==> src/rtl/rom_arbiter_pkg.sv <==
// Shared helpers for the boot-ROM arbiter.
package rom_arbiter_pkg;

  // Round-robin pick between the two ports: on a tie the port that was not
  // granted last wins, otherwise the single requester wins.
  function automatic logic rr_pick(input logic req0, input logic req1,
                                   input logic last_grant);
    logic pick;
    if (req0 && req1) begin
      pick = ~last_grant;
    end else if (req1) begin
      pick = 1'b1;
    end else begin
      pick = 1'b0;
    end
    return pick;
  endfunction

endpackage

==> src/rtl/rom_arbiter.sv <==
// Boot-ROM arbiter: shares a byte-wide synchronous-read ROM between the
// fetch port (0) and the load port (1), reads WORD_BYTES consecutive bytes
// and returns them as a little-endian word with a one-cycle acknowledge.
module rom_arbiter
  import rom_arbiter_pkg::*;
#(
  parameter int ADDR_W     = 7,
  parameter int WORD_BYTES = 2
) (
  input  logic                    clk,
  input  logic                    reset,
  input  logic                    req0,
  input  logic                    req1,
  input  logic [ADDR_W-1:0]       addr0,
  input  logic [ADDR_W-1:0]       addr1,
  output logic                    ack0,
  output logic                    ack1,
  output logic [8*WORD_BYTES-1:0] rdata,
  output logic                    busy,
  output logic                    rom_enable,
  output logic [ADDR_W-1:0]       rom_addr,
  input  logic [7:0]              rom_data
);

  localparam int CNT_W = $clog2(WORD_BYTES + 1);

  localparam logic [1:0] ST_IDLE = 2'd0;
  localparam logic [1:0] ST_READ = 2'd1;
  localparam logic [1:0] ST_ACK  = 2'd2;

  // Last READ cycle (data for the final byte arrives) and last cycle that
  // still issues a new ROM address.
  localparam logic [CNT_W-1:0] CNT_LAST      = CNT_W'(WORD_BYTES);
  localparam logic [CNT_W-1:0] CNT_ADDR_LAST = CNT_W'(WORD_BYTES - 1);

  logic [1:0]              state_r;
  logic [CNT_W-1:0]        cnt_r;
  logic                    owner_r;
  logic                    last_grant_r;
  logic                    ack0_r;
  logic                    ack1_r;
  logic                    busy_r;
  logic                    rom_enable_r;
  logic [ADDR_W-1:0]       rom_addr_r;
  logic [8*WORD_BYTES-1:0] word_r;

  logic                    any_req_s;
  logic                    pick_s;
  logic [ADDR_W-1:0]       base_s;

  // Grant selection and the base address of the port that would be granted.
  always_comb begin
    any_req_s = req0 | req1;
    pick_s    = rr_pick(req0, req1, last_grant_r);
    if (pick_s) begin
      base_s = addr1;
    end else begin
      base_s = addr0;
    end
  end

  // Arbitration FSM; the ROM address register doubles as the latched base
  // and walks forward one byte per READ cycle.
  always_ff @(posedge clk or negedge reset) begin
    if (!reset) begin
      state_r      <= ST_IDLE;
      cnt_r        <= '0;
      owner_r      <= 1'b0;
      last_grant_r <= 1'b1;
      ack0_r       <= 1'b0;
      ack1_r       <= 1'b0;
      busy_r       <= 1'b0;
      rom_enable_r <= 1'b0;
      rom_addr_r   <= '0;
      word_r       <= '0;
    end else begin
      case (state_r)
        ST_IDLE: begin
          if (any_req_s) begin
            state_r      <= ST_READ;
            owner_r      <= pick_s;
            cnt_r        <= '0;
            rom_enable_r <= 1'b1;
            rom_addr_r   <= base_s;
            busy_r       <= 1'b1;
          end
        end
        ST_READ: begin
          // ROM data lags the address by one cycle, so lane cnt-1 lands now.
          for (int i = 0; i < WORD_BYTES; i++) begin
            if (cnt_r == CNT_W'(i + 1)) begin
              word_r[8*i +: 8] <= rom_data;
            end
          end
          if (cnt_r < CNT_ADDR_LAST) begin
            rom_addr_r <= rom_addr_r + ADDR_W'(1);
          end
          if (cnt_r == CNT_LAST) begin
            state_r      <= ST_ACK;
            rom_enable_r <= 1'b0;
            ack0_r       <= ~owner_r;
            ack1_r       <= owner_r;
          end else begin
            cnt_r <= cnt_r + CNT_W'(1);
          end
        end
        ST_ACK: begin
          state_r      <= ST_IDLE;
          ack0_r       <= 1'b0;
          ack1_r       <= 1'b0;
          busy_r       <= 1'b0;
          cnt_r        <= '0;
          last_grant_r <= owner_r;
        end
        default: begin
          state_r      <= ST_IDLE;
          ack0_r       <= 1'b0;
          ack1_r       <= 1'b0;
          busy_r       <= 1'b0;
          rom_enable_r <= 1'b0;
          cnt_r        <= '0;
        end
      endcase
    end
  end

  assign ack0       = ack0_r;
  assign ack1       = ack1_r;
  assign busy       = busy_r;
  assign rom_enable = rom_enable_r;
  assign rom_addr   = rom_addr_r;
  assign rdata      = word_r;

endmodule
==> config.mk <==
export PLATFORM = sky130hd
export DESIGN_NAME = rom_arbiter
export DESIGN_NICKNAME = d
export VERILOG_FILES = /design/src/rtl/rom_arbiter_pkg.sv /design/src/rtl/rom_arbiter.sv
export SDC_FILE = /design/constraint.sdc
export NUM_CORES = 1
export LEC_CHECK = 0
export BUFFER_PORTS_ARGS = -buffer_cell sky130_fd_sc_hd__buf_2
export CAP_MARGIN = 30
export CORE_UTILIZATION = 52
export CTS_BUF_LIST = sky130_fd_sc_hd__clkbuf_2
export CTS_CLUSTER_SIZE = 24
export DETAILED_ROUTE_END_ITERATION = 10
export GPL_ROUTABILITY_DRIVEN = 0
export PLACE_DENSITY_LB_ADDON = 0.05
export RECOVER_POWER = 25
export REMOVE_ABC_BUFFERS = 1
export SYNTH_ARGS = -nofsm -noshare
export SYNTH_HDL_FRONTEND = slang
export SYNTH_SLANG_ARGS = --single-unit
export TNS_END_PERCENT = 30
==> constraint.sdc <==
create_clock -name clk -period 1.5 [get_ports clk]
set_input_delay 0.15 -clock clk [delete_from_list [all_inputs] [get_ports clk]]
set_output_delay 0.15 -clock clk [all_outputs]
set_load 0.05 [all_outputs]
Word-level counts from Yosys, hierarchy flattened --
Cells that the tools add are included.
Storage, ports and cells: bits in registers 33, bits of input ports 26, output and inout port bits 27, word-level logic and storage cells 60
Operators by class: add/subtract/negate cells 2, order comparisons 1, equality and inequality tests 8, muxes and demuxes 20, bitwise operators 6, reductions and logical operators 12
Operators by type and width (number):
- $mux W7 | 3
- $pmux W7 S2 | 1
- $reduce_and A2 Y1 | 7
- $mux W2 | 4
- $ne A2 B2 Y1 const B | 4
- $pmux W2 S2 | 2
- $add A7 B1 Y7 const B | 1
- $mux W1 | 6
- $pmux W1 S2 | 3
- $reduce_and A3 Y1 | 2
- $not A1 Y1 | 5
- $eq A2 B1 Y1 const B | 2
- $eq A2 B2 Y1 const B | 2
- $pmux W1 S3 | 1
- $add A2 B1 Y2 const B | 1
- $logic_not A2 Y1 | 1
- $lt A2 B1 Y1 const B | 1
- $reduce_bool A2 Y1 | 1
- $logic_and A1 B1 Y1 | 1
- $or A1 B1 Y1 | 1

Depth between registers and ports, before layout --
word-level depth 5, depth in mapped cells 7, mapped depth without buffers 6

Least setup slack after synthesis --
No wires, ideal clock.
path kind flip-flop to flip-flop, from register rom_addr_r[0] (netlist: rom_addr[0]), to register rom_addr_r[4] (netlist: rom_addr[4]), library setup time 104 ps, data arrival time 1352 ps, path slack 44 ps, cell stages (with the launch flop) 6, path buffers 0, cells stage by stage dfrtp_1 > ha_1 > nand3_1 > nand2_1 > a21oi_1 > a221oi_1
On the way: cells in the longest elaborated chain, start to end 3
Ends and longest elaborated chain:
- start: declaration | line rom_arbiter.sv:44 | logic [ADDR_W-1:0] rom_addr_r;
- start signal: assignment | line rom_arbiter.sv:84 | rom_addr_r <= base_s;
- start signal: assignment | line rom_arbiter.sv:96 | rom_addr_r <= rom_addr_r + ADDR_W'(1);
- $add A7 B1 Y7 | line rom_arbiter.sv:96
- $mux W7 | line rom_arbiter.sv:95 | if (cnt_r < CNT_ADDR_LAST) begin
- $pmux W7 S2 | line rom_arbiter.sv:77 | case (state_r)
Every way passes these cells. The select of a mux whose other input is x is not followed. A chain may end at the register's enable or synchronous reset.

Worst setup path in the final report --
from register cnt_r[0], to register rom_addr_r[5] (netlist: rom_addr[5])
On the way: cells in the longest elaborated chain, start to end 3
Ends and longest elaborated chain:
- start: declaration | line rom_arbiter.sv:37 | logic [CNT_W-1:0] cnt_r;
- start signal: assignment | line rom_arbiter.sv:104 | cnt_r <= cnt_r + CNT_W'(1);
- $lt A2 B1 Y1 | line rom_arbiter.sv:95
- $ne A2 B2 Y1 (no source line)
- $reduce_and A3 Y1 (no source line)
Every way passes these cells.

==> run_results.csv <==
group,metric,value,unit
outcome,run_status,"finished clean",
min_path,hold_path.startpoint,"addr1[1]",
setup_path,critical_path.slowest_cell,"dfrtp_1",
yosys,yosys_warnings,0,
timing,setup_skew,0.02131,ns
setup_path,reg2reg_setup_slack,0.07,ns
yosys,mappedNetlistArea,1637,sq um
clock_tree,cts.sink_count,33,
grt,routing_usage_on_met2,0.3678,
yosys,synth_seq_cells,33,
yosys,synth_flop_cell,"dfrtp_1",
timing,timing.final.ws_setup,0.06595,ns
grt,grt_start_max_net_pins,19,
routing,drc,0,
floorplan,die_h,58.10,um
floorplan,start_util,0.5689,
routing,dr_total_vias,1313,
setup_path,crit_required,1.80,ns
setup_path,timing.critical_path.to_type,"flip-flop",
yosys,netlist.area_leader.share,0.4893,
floorplan,floorplan.die_area,3376,sq um
floorplan,floorplan.io_pins,53,
layout,flow.area_growth_from_synthesis,31.27,%
yosys,seq_area_frac_synth,0.5054,
layout,num-fill-cells,209,
floorplan,die-width,58.10,um
timing,timing_max_transition_violations_final,0,
timing,timing.setup.tns,0,ns
clock_tree,cts-buffers-inserted,5,
yosys,syn_area_per_cell,11.53,sq um
floorplan,num_rows,19,
setup_path,timing.reg2reg.worst_path_depth,8,
setup_path,critical_path.max_fanout,11,
setup_path,rr_endpoint,"rom_addr[5]",
setup_path,startpoint_type,"flip-flop",
layout,final_core_util,0.7468,
flow_run,max_cap_viol_count,0,
yosys,postSynthCellCount,142,
yosys,yosysMostFrequentCell,"dfrtp_1",
clock_tree,h-tree-depth,2,
setup_path,critical-path-top-delay-family,"flip-flops",
routing,number_of_optimization_iterations_in_the_first_detailed_route_pass,4,
floorplan,design.core.area,2877,sq um
routing,postRouteWirelength,3451,um
layout,layout-drive-gt1-share,0.4101,
placed_design,post-dp-hpwl,2420,um
grt,grt_pass1_vias,1259,
grt,gr-usage-all-layers,0.2259,
yosys,synth_top_cell_by_area,"dfrtp_1",
clock_tree,cts_root_buf,"clkbuf_2",
timing,timing.final.crit_period,1.434,ns
setup_path,max_stage_delay,0.43,ns
routing,antenna_violating_nets_remaining,0,
min_path,min_path_cells,3,
routing,dr.first_iter.drc_count,44,
placed_design,placement.io_buffers,52,
grt,globalRoute.totalOverflow,0,
timing,final-setup-viol-count,0,
grt,grt_pass1_wl,5595,um
timing,min_period_over_period,0.9560,
setup_path,worst-path-buf-inv,3,
yosys,ys_top_cells_by_count,"dfrtp_1, nor2_1, nand2_1",
min_path,hold_path_end,"rom_addr[1]",
setup_path,startpoint_of_the_worst_register_to_register_path,"cnt_r[0]",
setup_path,worstPathCellList,"inv_1 > ha_1 > nor2b_1 > nor3_2 > buf_6 > buf_4 > a21oi_1 > a21oi_1",
timing,maxSlewHeadroom,0.3311,
setup_path,critical_path_class,"reg -> reg",
timing,max_freq,697.3,MHz
clock_tree,cts_tree,"yes",
timing,finalHoldViolations,0,
setup_path,path_common_cell,"a21oi_1",
grt,grt.busiest_layer,"met2",
layout,finish.cell_count_without_fillers,259,
placed_design,place_worst_setup_slack,0.07565,ns
timing,worst-slew-pin-transition,1.003,ns
yosys,synth_cell_type_count,33,
grt,grt.met1_usage,0.2880,
min_path,worst_hold_path_type,"in -> reg",
yosys,asyncSetResetFlopFracSynth,1.000,
setup_path,worst_ep_arrival_time,1.73,ns
routing,wire_per_inst,13.32,um
placed_design,placed_cells,237,
clock_tree,clkLatencyLatePin,0.38,ns
yosys,post_synth_main_area_contributors,"dfrtp_1, mux2_4, mux2_1, nor2_1, a21oi_1",
yosys,synth_edf_count,0,
layout,antenna-diode-count,0,
clock_tree,clk_pin_slew_worst_paths,0.18,ns
routing,vias_per_cell,5.069,
clock_tree,cts-root-to-sink-buffers,2,
grt,grtUsageMet3,0.06696,
layout,fin_nets,246,
grt,initial_antenna_violation_count,0,
-- cells by family (layout without fill, tap and decap cells) --
logic type	Yosys count	count (layout)	synth area share
AOI/OAI and AO/OA	25	25	0.1002
buffers and inverters	9	84	0.03593
adders and majority gates	4	4	0.03058
and+or+nand+nor	47	47	0.1460
DFF	33	33	0.5054
muxes	24	24	0.1820
-- how the worst max path moves through the flow --
stage          startpoint  cells after the start          end
2_1_floorplan  state_r[0]                      3    rdata[10]
3_3_place_gp     cnt_r[0]                      4    rdata[12]
3_5_place_dp     cnt_r[0]                      4    rdata[10]
4_1_cts          cnt_r[0]                      4     rdata[8]
5_1_grt          cnt_r[0]                      8  rom_addr[5]
6_report         cnt_r[0]                      8  rom_addr[5]
-- cell type report --
type / instances / area, sq um / area share
inverters: 4 / 15.01 / 0.006989
multi-input cells: 100 / 763.2 / 0.3553
clock inverters: 2 / 10.01 / 0.004659
well taps: 42 / 52.55 / 0.02446
repair buffers: 72 / 450.4 / 0.2097
clock buffers: 6 / 30.03 / 0.01398
flip-flops and latches: 33 / 827.0 / 0.3850
-- sequential cells by signal, summed over array words and instances (netlist names) --
register	count
rom_addr	7
busy	1
rom_enable	1
ack1	1
owner_r	1
rdata	16
last_grant_r	1
state_r	2
ack0	1
cnt_r	2
-- worst reg2reg max path, stage by stage, from the launching register on --
cell and delay [ns]:
dfrtp_1 0.43, inv_1 0.08, ha_1 0.20, nor2b_1 0.13, nor3_2 0.06, buf_6 0.15, buf_4 0.13, a21oi_1 0.12
a21oi_1 0.05
-- timing repair --
| action | CTS | global route |
|---|---|---|
| endpoints found under the hold margin | 49 | 0 |
| hold buffers | 10 | 0 |
| setup endpoints to repair | 0 | 12 |
| gates resized for setup | 0 | 4 |
| buffers inserted | 0 | 4 |
-- through the flow --
| stage | area [sq um] | hold slack (ns) |
|---|---|---|
| after floorplan | 1593 | -0.1456 |
| after global placement | 1963 | 0.1015 |
| after detailed placement | 1963 | 0.1053 |
| after CTS | 2103 | 0.02779 |
| after global routing | 2148 | 0.07294 |
| final | 2148 | 0.04482 |
-- cell usage in the layout, fill, tap and decap left out, types with 2 or more instances in the layout --
cell / n
buf_2: 51
nor3_1: 3
o21ai_0: 2
mux2_1: 8
mux2_4: 9
buf_4: 8
mux2_2: 2
dlygate4sd3_1: 10
inv_1: 4
nor2_1: 15
a22o_1: 3
o22ai_1: 2
nor2b_1: 3
dfrtp_1: 32
clkbuf_2: 6
clkinv_2: 2
nand2_4: 2
a21boi_2: 2
nand2b_1: 4
nand2_1: 11
a21oi_1: 10
mux2i_1: 5
nand3_1: 4
ha_1: 3
-- layer usage --
layer  share of wire  vias up
met4          0.0046        0
li1                -      646
met1            0.46      625
met2            0.49       40
met5               0        -
met3           0.046        2
Power is not shown: default switching activity piles up to over one toggle a cycle in this logic, so the estimate is an artifact.
